===== src/rtl/fpga_template_pkg.sv =====
// Shared types and constants for the ping-pong frame reader.
package fpga_template_pkg;

    typedef enum logic {
        IDLE  = 1'b0,
        DRAIN = 1'b1
    } reader_state_t;

    localparam int FRAME_CNT_W = 16;

endpackage


===== src/rtl/stream_out_reg.sv =====
// One-entry valid/ready output register carrying {data, first, last}.
// The writer must only push while in_ready_o is high.
module stream_out_reg #(
    parameter int WIDTH = 32
) (
    input  logic                    clk_i,
    input  logic                    rst_i,
    input  logic                    in_valid_i,
    input  logic signed [WIDTH-1:0] in_data_i,
    input  logic                    in_first_i,
    input  logic                    in_last_i,
    output logic                    in_ready_o,
    output logic                    out_valid_o,
    output logic signed [WIDTH-1:0] out_data_o,
    output logic                    out_first_o,
    output logic                    out_last_o,
    input  logic                    out_ready_i
);

    logic                    valid_q, valid_d;
    logic signed [WIDTH-1:0] data_q, data_d;
    logic                    first_q, first_d;
    logic                    last_q, last_d;

    assign in_ready_o = !valid_q || out_ready_i;

    // Load on push, empty when the consumer takes the word, otherwise hold.
    always_comb begin
        valid_d = valid_q;
        data_d  = data_q;
        first_d = first_q;
        last_d  = last_q;
        if (in_valid_i) begin
            valid_d = 1'b1;
            data_d  = in_data_i;
            first_d = in_first_i;
            last_d  = in_last_i;
        end else if (out_ready_i) begin
            valid_d = 1'b0;
        end else begin
            valid_d = valid_q;
        end
    end

    // Register state.
    always_ff @(posedge clk_i or posedge rst_i) begin
        if (rst_i) begin
            valid_q <= 1'b0;
            data_q  <= {WIDTH{1'b0}};
            first_q <= 1'b0;
            last_q  <= 1'b0;
        end else begin
            valid_q <= valid_d;
            data_q  <= data_d;
            first_q <= first_d;
            last_q  <= last_d;
        end
    end

    assign out_valid_o = valid_q;
    assign out_data_o  = data_q;
    assign out_first_o = first_q;
    assign out_last_o  = last_q;

endmodule


===== src/rtl/pingpong_frame_reader.sv =====
// Drains one DEPTH-word frame per buffer frame-ready pulse into a framed stream.
// Optional frame XOR checksum: define PINGPONG_READER_CHECKSUM_EN.
module pingpong_frame_reader
    import fpga_template_pkg::*;
#(
    parameter int WIDTH          = 32,
    parameter int DEPTH          = 16,
    parameter int ADDR_WIDTH     = $clog2(DEPTH),
    parameter int TIMEOUT_CYCLES = 256
) (
    input  logic                    clk_i,
    input  logic                    rst_i,
    input  logic                    buf_frame_rdy_i,
    input  logic signed [WIDTH-1:0] buf_data_i,
    input  logic                    buf_valid_i,
    output logic                    buf_ready_o,
    output logic signed [WIDTH-1:0] m_data_o,
    output logic                    m_valid_o,
    input  logic                    m_ready_i,
    output logic                    m_first_o,
    output logic                    m_last_o,
    output logic                    frame_done_o,
    output logic                    frame_err_o,
    output logic [FRAME_CNT_W-1:0]  frame_count_o,
    output logic                    busy_o,
    output logic [WIDTH-1:0]        checksum_o
);

    localparam int IDLE_W = (TIMEOUT_CYCLES > 2) ? $clog2(TIMEOUT_CYCLES) : 1;
    localparam logic [ADDR_WIDTH-1:0] LAST_WORD = ADDR_WIDTH'(DEPTH - 1);
    localparam logic [IDLE_W-1:0]     IDLE_MAX  = IDLE_W'(TIMEOUT_CYCLES - 1);

    reader_state_t          state_q, state_d;
    logic [ADDR_WIDTH-1:0]  word_cnt_q, word_cnt_d;
    logic [IDLE_W-1:0]      idle_cnt_q, idle_cnt_d;
    logic [FRAME_CNT_W-1:0] frame_cnt_q, frame_cnt_d;
    logic                   done_q, done_d;
    logic                   err_q, err_d;
    logic                   out_ready_s;
    logic                   buf_hs_s;
    logic                   is_last_s;
    logic                   push_s;
    logic                   clr_s;

    assign buf_ready_o = (state_q == DRAIN) && out_ready_s;
    assign buf_hs_s    = buf_valid_i && buf_ready_o;
    assign is_last_s   = (word_cnt_q == LAST_WORD);

    // Frame FSM: a frame-ready pulse that does not coincide with the last word is an overrun.
    always_comb begin
        state_d     = state_q;
        word_cnt_d  = word_cnt_q;
        idle_cnt_d  = idle_cnt_q;
        frame_cnt_d = frame_cnt_q;
        done_d      = 1'b0;
        err_d       = 1'b0;
        push_s      = 1'b0;
        clr_s       = 1'b0;
        case (state_q)
            IDLE: begin
                if (buf_frame_rdy_i) begin
                    state_d    = DRAIN;
                    word_cnt_d = ADDR_WIDTH'(0);
                    idle_cnt_d = IDLE_W'(0);
                    clr_s      = 1'b1;
                end else begin
                    state_d = IDLE;
                end
            end
            DRAIN: begin
                if (buf_frame_rdy_i && !(buf_hs_s && is_last_s)) begin
                    err_d      = 1'b1;
                    word_cnt_d = ADDR_WIDTH'(0);
                    idle_cnt_d = IDLE_W'(0);
                    clr_s      = 1'b1;
                end else if (buf_hs_s) begin
                    push_s     = 1'b1;
                    idle_cnt_d = IDLE_W'(0);
                    if (is_last_s) begin
                        done_d      = 1'b1;
                        frame_cnt_d = frame_cnt_q + FRAME_CNT_W'(1);
                        word_cnt_d  = ADDR_WIDTH'(0);
                        state_d     = buf_frame_rdy_i ? DRAIN : IDLE;
                    end else begin
                        word_cnt_d = word_cnt_q + ADDR_WIDTH'(1);
                    end
                end else if (idle_cnt_q == IDLE_MAX) begin
                    err_d      = 1'b1;
                    state_d    = IDLE;
                    word_cnt_d = ADDR_WIDTH'(0);
                    idle_cnt_d = IDLE_W'(0);
                    clr_s      = 1'b1;
                end else begin
                    idle_cnt_d = idle_cnt_q + IDLE_W'(1);
                end
            end
            default: begin
                state_d = IDLE;
            end
        endcase
    end

    // FSM, counters and status pulses.
    always_ff @(posedge clk_i or posedge rst_i) begin
        if (rst_i) begin
            state_q     <= IDLE;
            word_cnt_q  <= ADDR_WIDTH'(0);
            idle_cnt_q  <= IDLE_W'(0);
            frame_cnt_q <= FRAME_CNT_W'(0);
            done_q      <= 1'b0;
            err_q       <= 1'b0;
        end else begin
            state_q     <= state_d;
            word_cnt_q  <= word_cnt_d;
            idle_cnt_q  <= idle_cnt_d;
            frame_cnt_q <= frame_cnt_d;
            done_q      <= done_d;
            err_q       <= err_d;
        end
    end

    stream_out_reg #(
        .WIDTH (WIDTH)
    ) u_out_reg (
        .clk_i       (clk_i),
        .rst_i       (rst_i),
        .in_valid_i  (push_s),
        .in_data_i   (buf_data_i),
        .in_first_i  (word_cnt_q == ADDR_WIDTH'(0)),
        .in_last_i   (is_last_s),
        .in_ready_o  (out_ready_s),
        .out_valid_o (m_valid_o),
        .out_data_o  (m_data_o),
        .out_first_o (m_first_o),
        .out_last_o  (m_last_o),
        .out_ready_i (m_ready_i)
    );

    assign frame_done_o  = done_q;
    assign frame_err_o   = err_q;
    assign frame_count_o = frame_cnt_q;
    assign busy_o        = (state_q == DRAIN);

`ifdef PINGPONG_READER_CHECKSUM_EN
    logic [WIDTH-1:0] acc_q, acc_d;
    logic [WIDTH-1:0] csum_q, csum_d;

    // Running XOR; published only when the last word of a frame is accepted.
    always_comb begin
        acc_d  = acc_q;
        csum_d = csum_q;
        if (clr_s) begin
            acc_d = {WIDTH{1'b0}};
        end else if (push_s && is_last_s) begin
            csum_d = acc_q ^ buf_data_i;
            acc_d  = {WIDTH{1'b0}};
        end else if (push_s) begin
            acc_d = acc_q ^ buf_data_i;
        end else begin
            acc_d = acc_q;
        end
    end

    // Checksum registers.
    always_ff @(posedge clk_i or posedge rst_i) begin
        if (rst_i) begin
            acc_q  <= {WIDTH{1'b0}};
            csum_q <= {WIDTH{1'b0}};
        end else begin
            acc_q  <= acc_d;
            csum_q <= csum_d;
        end
    end

    assign checksum_o = csum_q;
`else
    logic unused_clr_s;
    assign unused_clr_s = clr_s;
    assign checksum_o   = {WIDTH{1'b0}};
`endif

endmodule


===== config.mk =====
export PLATFORM = sky130hd
export DESIGN_NAME = pingpong_frame_reader
export DESIGN_NICKNAME = d
export VERILOG_FILES = /design/src/rtl/fpga_template_pkg.sv /design/src/rtl/stream_out_reg.sv /design/src/rtl/pingpong_frame_reader.sv
export SDC_FILE = /design/constraint.sdc
export NUM_CORES = 1
export LEC_CHECK = 0
export ABC_AREA = 1
export CAP_MARGIN = 25
export CORE_MARGIN = 5
export CORE_UTILIZATION = 35
export CTS_BUF_LIST = sky130_fd_sc_hd__clkbuf_4
export DETAILED_ROUTE_END_ITERATION = 6
export PLACE_DENSITY = 0.66
export SKIP_LAST_GASP = 1
export SYNTH_ARGS = -nofsm -noshare
export SYNTH_HDL_FRONTEND = slang
export SYNTH_SLANG_ARGS = --single-unit

===== constraint.sdc =====
create_clock -name clk_i -period 4.2 [get_ports clk_i]
set_clock_uncertainty 0.2 [all_clocks]
set_input_delay 1.26 -clock clk_i [delete_from_list [all_inputs] [get_ports clk_i]]
set_output_delay 1.26 -clock clk_i [all_outputs]
set_load 0.02 [all_outputs]

==> results.cfg, run 1 <==
[placement]
io_buffer_count = 91
post_dp_cell_area_um2 = 4150
hpwl_mm = 5.49
gp_routability_congestion = 0.800

[run]
maxCapViolCount = 0

[yosys]
syn-instance-count = 399
synth.lib_cells_used.distinct = 24
synth_area_per_cell_um2 = 8.14
ys_warn_count = 0
synth.yosys.seq_area_share = 0.508
syn-cell-area_um2 = 3250
post-synth-top-area-fraction = 0.508
synthTopCellsByArea = dfrtp_1 (51%), nand2_1 (21%), buf_4 (7.4%), inv_1 (3.0%), nor2_1 (2.9%)
synth_top_cell_by_area = dfrtp_1
synth_seq_cells = 66

[hold_path]
holdPathEnd = u_out_reg.out_data_o[5]
worst_hold_path.num_cells = 2
hp-class = reg2reg
min-delay-start = u_out_reg.out_data_o[5]

[worst_setup_path]
reg2reg_depth = 9
crit_fanout = 2
crit_path_launch_type = input pin
critical_path.reg2reg.startpoint = word_cnt_q[1]
worst_path_largest_cell_delay_ns = 0.61
cp-end-kind = primary output
timing.critical_path.max_delay_family = buffers and inverters
setup_crit_path_kind = in2out
r2r_end = word_cnt_q[0]
critical_path.startpoint = m_ready_i
worst-endpoint-arrival_ns = 2.48
cp.required_ns = 2.74
crit_chain = clkdlybuf4s50_1 -> nor2_1 -> nor2_1 -> clkdlybuf4s50_1
worst-path-buf-inv = 2
regToRegSetupSlack_ns = 2.07
crit_path_top_delay_cell = clkdlybuf4s50_1

[clock_network]
tritoncts = built
post-cts-setup-buffer-count = 0
clockRootBuffer = clkbuf_4
clock_tree.htree_level_count = 3
cts_made_buffers = 9
cts_repair_resize_count = 0
ctsHoldBuffers = 0
clk_path_buf_depth = 2
clk_latency_ns = 0.40
worst_setup_hold_path_clk_slew_ns = 0.11
cts.sink_count = 66

[floorplanning]
horizontal_die_dimension_um = 106
die-height_um = 106
std_cell_rows = 35
pin_count = 124
die_area_um2 = 11300
effective_utilization_at_floorplan = 0.355
design.core.area_um2 = 9150

[finish]
fin_nets = 536
leading_cell_type_in_the_layout_fill_and_taps_excluded = nand2_1
layout.cell_area.non_filler_um2 = 4270
final_core_util = 0.466
fillCellCount = 926
final_cell_mix = nand2_1 (178), clkdlybuf4s50_1 (91), dfrtp_1 (66)
post_route_cells_drive_above_1_share = 0.0520
diodes = 0
area_growth_pct = 31.4

[timing]
slew-limit-headroom = 0.519
final-max-slew-violation-count = 0
worstMarginPinSlew_ns = 0.720
unrepaired_setup_endpoints_after_global_routing = false
timing.fmax_ghz = 0.254
final.setup.tns_ns = 0
period_needed_ns = 3.94
hold_viol = 0
setup_viol = 0
final_min_period_over_clock_period = 0.937

[pwr]
leakage_uw = 0.00213
cellPowerDensity_nw_per_um2 = 340
worst_ir_drop_vdd_v = 0.000131

[detailed_routing]
routedWlPerCell_um = 12.1
route.final.wire_length_mm = 7.40
vias_per_cell = 4.32
initialDrtViolationCount = 154
remaining_drc_errors = 0
vias = 2641
ant_nets = 0
first_pass_iters = 4

[grt]
global_route_usage_over_all_layers = 0.136
grt_pass1_vias = 2632
global_route.overflow_total = 0
first_pass_grt_wire_length_mm = 12.6
number_of_antenna_violations_at_the_first_check_in_global_routing = 0
largest_net_degree_at_the_start_of_global_routing = 37

[run_status]
status = finished, final reports clean
worst max path at each step:
stage | slack [ns] | cells past startpoint | end
after floorplan | 1.09 | 1 | busy_o
after global placement | 0.27 | 4 | buf_ready_o
after detailed placement | 0.27 | 4 | buf_ready_o
after CTS | 0.25 | 4 | buf_ready_o
after global routing | 0.20 | 4 | buf_ready_o
final | 0.26 | 4 | buf_ready_o
cells in the mapped netlist:
cell / count
buf_6: 3
nand3b_1: 1
a21oi_4: 1
xnor2_1: 8
nand3_4: 1
nand2_2: 1
nor2_4: 1
nor2_1: 25
inv_1: 26
buf_2: 4
inv_2: 2
nand3_1: 17
buf_4: 32
o21ai_0: 12
nand4_1: 5
or2_2: 1
o22ai_1: 1
ha_1: 4
conb_1: 1
a21oi_1: 3
xor2_1: 5
nor3_1: 1
dfrtp_1: 66
nand2_1: 178
power breakdown:
part           switching [µW]  internal [µW]
Clock                     254            125
Combinational             190            153
Sequential               33.7            693
final cells by class:
| type | instances | area [µm²] | area share |
|---|---|---|---|
| repair buffers | 93 | 938 | 0.220 |
| well taps | 111 | 139 | 0.0325 |
| clock buffers | 9 | 67.6 | 0.0158 |
| inverters | 28 | 105 | 0.0246 |
| clock inverters | 7 | 53.8 | 0.0126 |
| multi-input cells | 297 | 1310 | 0.308 |
| flip-flops and latches | 66 | 1650 | 0.387 |
registers in the layout, summed over array words and instances (netlist names):
name and cells:
busy_o 1, frame_count_o 16, frame_done_o 1, frame_err_o 1, idle_cnt_q 8, u_out_reg.out_data_o 32, u_out_reg.out_first_o 1, u_out_reg.out_last_o 1
u_out_reg.out_valid_o 1, word_cnt_q 4
kinds of logic (layout without fill, tap and decap cells):
logic type | count (synthesis) | count (layout) | share of synthesized area
AO/OA/AOI/OAI | 17 | 17 | 0.0300
XOR/XNOR | 13 | 13 | 0.0351
adder cells (fa/ha/maj) | 4 | 4 | 0.0154
buffers and inverters | 67 | 137 | 0.123
flip-flops | 66 | 66 | 0.508
other | 1 | 32 | 0.00115
AND/OR/NAND/NOR | 231 | 231 | 0.287
stage by stage:
stage	instances	total power [µW]	setup WS, ns	hold WS (ns)
5_1_grt	611	1540	0.205	0.300
3_3_place_gp	595	1080	0.268	0.255
3_5_place_dp	595	1090	0.266	0.259
6_report	611	1450	0.264	0.281
4_1_cts	611	1470	0.254	0.286
2_1_floorplan	430	935	1.09	0.279
metal layers:
metal	GRT usage	part of all wire	up-vias
met5	0	0	-
met1	0.169	0.45	1199
met3	0.0601	0.084	4
met4	0.0333	0.0051	0
met2	0.218	0.46	80
li1	-	-	1358
worst register-to-register path: cells and delay by family (launching register included):
kind | cells | cell delay, ns
AO/OA/AOI/OAI | 1 | 0.35
buffers and inverters | 2 | 0.42
flip-flops | 1 | 0.41
AND/OR/NAND/NOR | 5 | 0.53
adder cells (fa/ha/maj) | 1 | 0.19
Note: power is estimated with default switching activity, not from simulation.
==> run 2, diff against run 1 <==
- SKIP_CTS_REPAIR_TIMING: not set -> 1
==> results of run 2 <==
No change in the layout: final DEF, timing and power equal those of run 1.
==> run 3, diff against run 2 <==
- DONT_BUFFER_PORTS: not set -> 1
- PLACE_DENSITY: 0.66 -> not set
==> run 3 against run 2 <==
Effect of this change:
- total power grew 2.6%
- setup slack gained 0.89 ns
- sequential cell count is the same
- cell count shrank 15%
- largest power group unchanged
- clock power grew 47%
- register-to-register slack gained 0.15 ns
- highest routed layer unchanged
==> results.cfg, run 3 (synthesis gave the netlist of run 1 again) <==
[detailed_routing]
routedWlPerCell_um = 13.0
ant_nets = 0
vias = 2369
first_pass_iters = 5
remaining_drc_errors = 0
route.final.wire_length_mm = 6.77
initialDrtViolationCount = 112
vias_per_cell = 4.55

[pwr]
internal_power_uw = 1030
power.switching_uw = 456
power_frac_comb = 0.083
p_clk_frac = 0.374
power.sequential.fraction = 0.543
cellPowerDensity_nw_per_um2 = 433
leakage_uw = 0.00183
swShare = 0.306
worst_ir_drop_vdd_v = 0.000183

[placement]
hpwl_mm = 4.96
io_buffer_count = 0
post_dp_cell_area_um2 = 3240
pre_cts_ws_ns = 1.15
gp_routability_congestion = 0.767
placed_cells_incl_taps = 505

[finish]
layout.cell_area.non_filler_um2 = 3440
fin_nets = 446
final_cell_mix = nand2_1 (178), dfrtp_1 (66), conb_1 (32)
diodes = 0
final_core_util = 0.376
max_ffs_per_register = 32
final_cells = 521
area_growth_pct = 5.82
post_route_cells_drive_above_1_share = 0.0659
leading_cell_type_in_the_layout_fill_and_taps_excluded = nand2_1

[floorplanning]
std_cell_rows = 35
effective_utilization_at_floorplan = 0.355
die_area_um2 = 11300
horizontal_die_dimension_um = 106
design.core.area_um2 = 9150
pin_count = 124
die-height_um = 106

[grt]
global_route.overflow_total = 0
number_of_antenna_violations_at_the_first_check_in_global_routing = 0
first_pass_grt_wire_length_mm = 10.8
global_route_usage_over_all_layers = 0.120
largest_net_degree_at_the_start_of_global_routing = 37
grt_pass1_vias = 2218

[timing]
period_needed_ns = 3.04
hold_viol = 0
final_min_period_over_clock_period = 0.724
slew-limit-headroom = 0.589
final.setup.tns_ns = 0
unrepaired_setup_endpoints_after_global_routing = false
setup_slack_ns = 1.16
worstMarginPinSlew_ns = 0.616
setup_viol = 0
timing.fmax_ghz = 0.329
final-max-slew-violation-count = 0

[worst_setup_path]
timing.critical_path.max_delay_family = simple AND/OR/NAND/NOR gates
worst-path-buf-inv = 0
crit_fanout = 2
crit_chain = nor2_1 -> nor2_1
cp-end-kind = primary output
worst_path_largest_cell_delay_ns = 0.30
worst-endpoint-arrival_ns = 1.58
crit_path_launch_type = input pin
setup_crit_path_kind = in2out
critical_path.startpoint = m_ready_i
cp.required_ns = 2.74
critical_path.reg2reg.startpoint = busy_o
critical_path.most_common_cell = nor2_1
crit_path_top_delay_cell = nor2_1

[clock_network]
cts.sink_count = 66
worst_setup_hold_path_clk_slew_ns = 0.12
cts_made_buffers = 9
clock_tree.htree_level_count = 3
clk_latency_ns = 0.41
clk_path_buf_depth = 2
tritoncts = built
clockRootBuffer = clkbuf_4

[run_status]
status = finished, final reports clean

[run]
maxCapViolCount = 0

[hold_path]
hp-class = reg2reg
min-delay-start = word_cnt_q[0]
==> run 3: cell types whose count changed in the layout (fill, tap and decap cells not counted) <==
cell,previous run,this run
clkdlybuf4s50_1,91,0
bufinv_16,0,3
clkinvlp_4,3,0
clkinv_4,1,3
buf_4,1,2
clkinv_2,1,0
inv_6,2,1
==> run 3: final timing paths <==
| check | end | slack, ns | depth (start not counted) |
|---|---|---|---|
| setup / recovery | buf_ready_o | 1.16 | 2 |
| hold / removal | word_cnt_q[0] | 0.35 | 2 |
| setup reg to reg | frame_count_o[9] | 2.22 | 5 |
| hold reg to reg | word_cnt_q[0] | 0.35 | 2 |
| max in group asynchronous | word_cnt_q[2] | 2.52 | 3 |
| min in group asynchronous | u_out_reg.out_data_o[6] | 0.50 | 1 |
==> run 3: cell type report <==
type | count | area [µm²]
sequential | 66 | 1650
clock buffer | 9 | 67.6
multi-input combinational | 297 | 1310
inverter | 28 | 105
clock inverter | 7 | 125
fill | 931 | 5720
tap | 111 | 139
timing repair buffer | 3 | 35.0
==> run 3: metrics by stage <==
stage | hold WS (ns) | total power [µW]
2_1_floorplan | 0.279 | 935
3_3_place_gp | 0.302 | 937
3_5_place_dp | 0.314 | 946
4_1_cts | 0.344 | 1510
5_1_grt | 0.381 | 1570
6_report | 0.349 | 1490
==> run 3: layer usage <==
layer  track usage  vias to the layer above  part of all wire  routed length (µm)
met4        0.0416                        0             0.016                 106
met1         0.146                     1073              0.43                2930
met3        0.0425                       13              0.10                 698
li1              -                     1176                 -                   -
met2         0.195                      107              0.45                3040
met5             0                        -                 0                   0
==> run 3: power groups by stage <==
| stage | sequential, µW | combinational, µW | clock (µW) |
|---|---|---|---|
| floorplan | 806 | 129 | 0 |
| global placement | 820 | 118 | 0 |
| detailed placement | 820 | 126 | 0 |
| CTS | 808 | 126 | 575 |
| global route | 815 | 144 | 609 |
| finish | 807 | 123 | 557 |
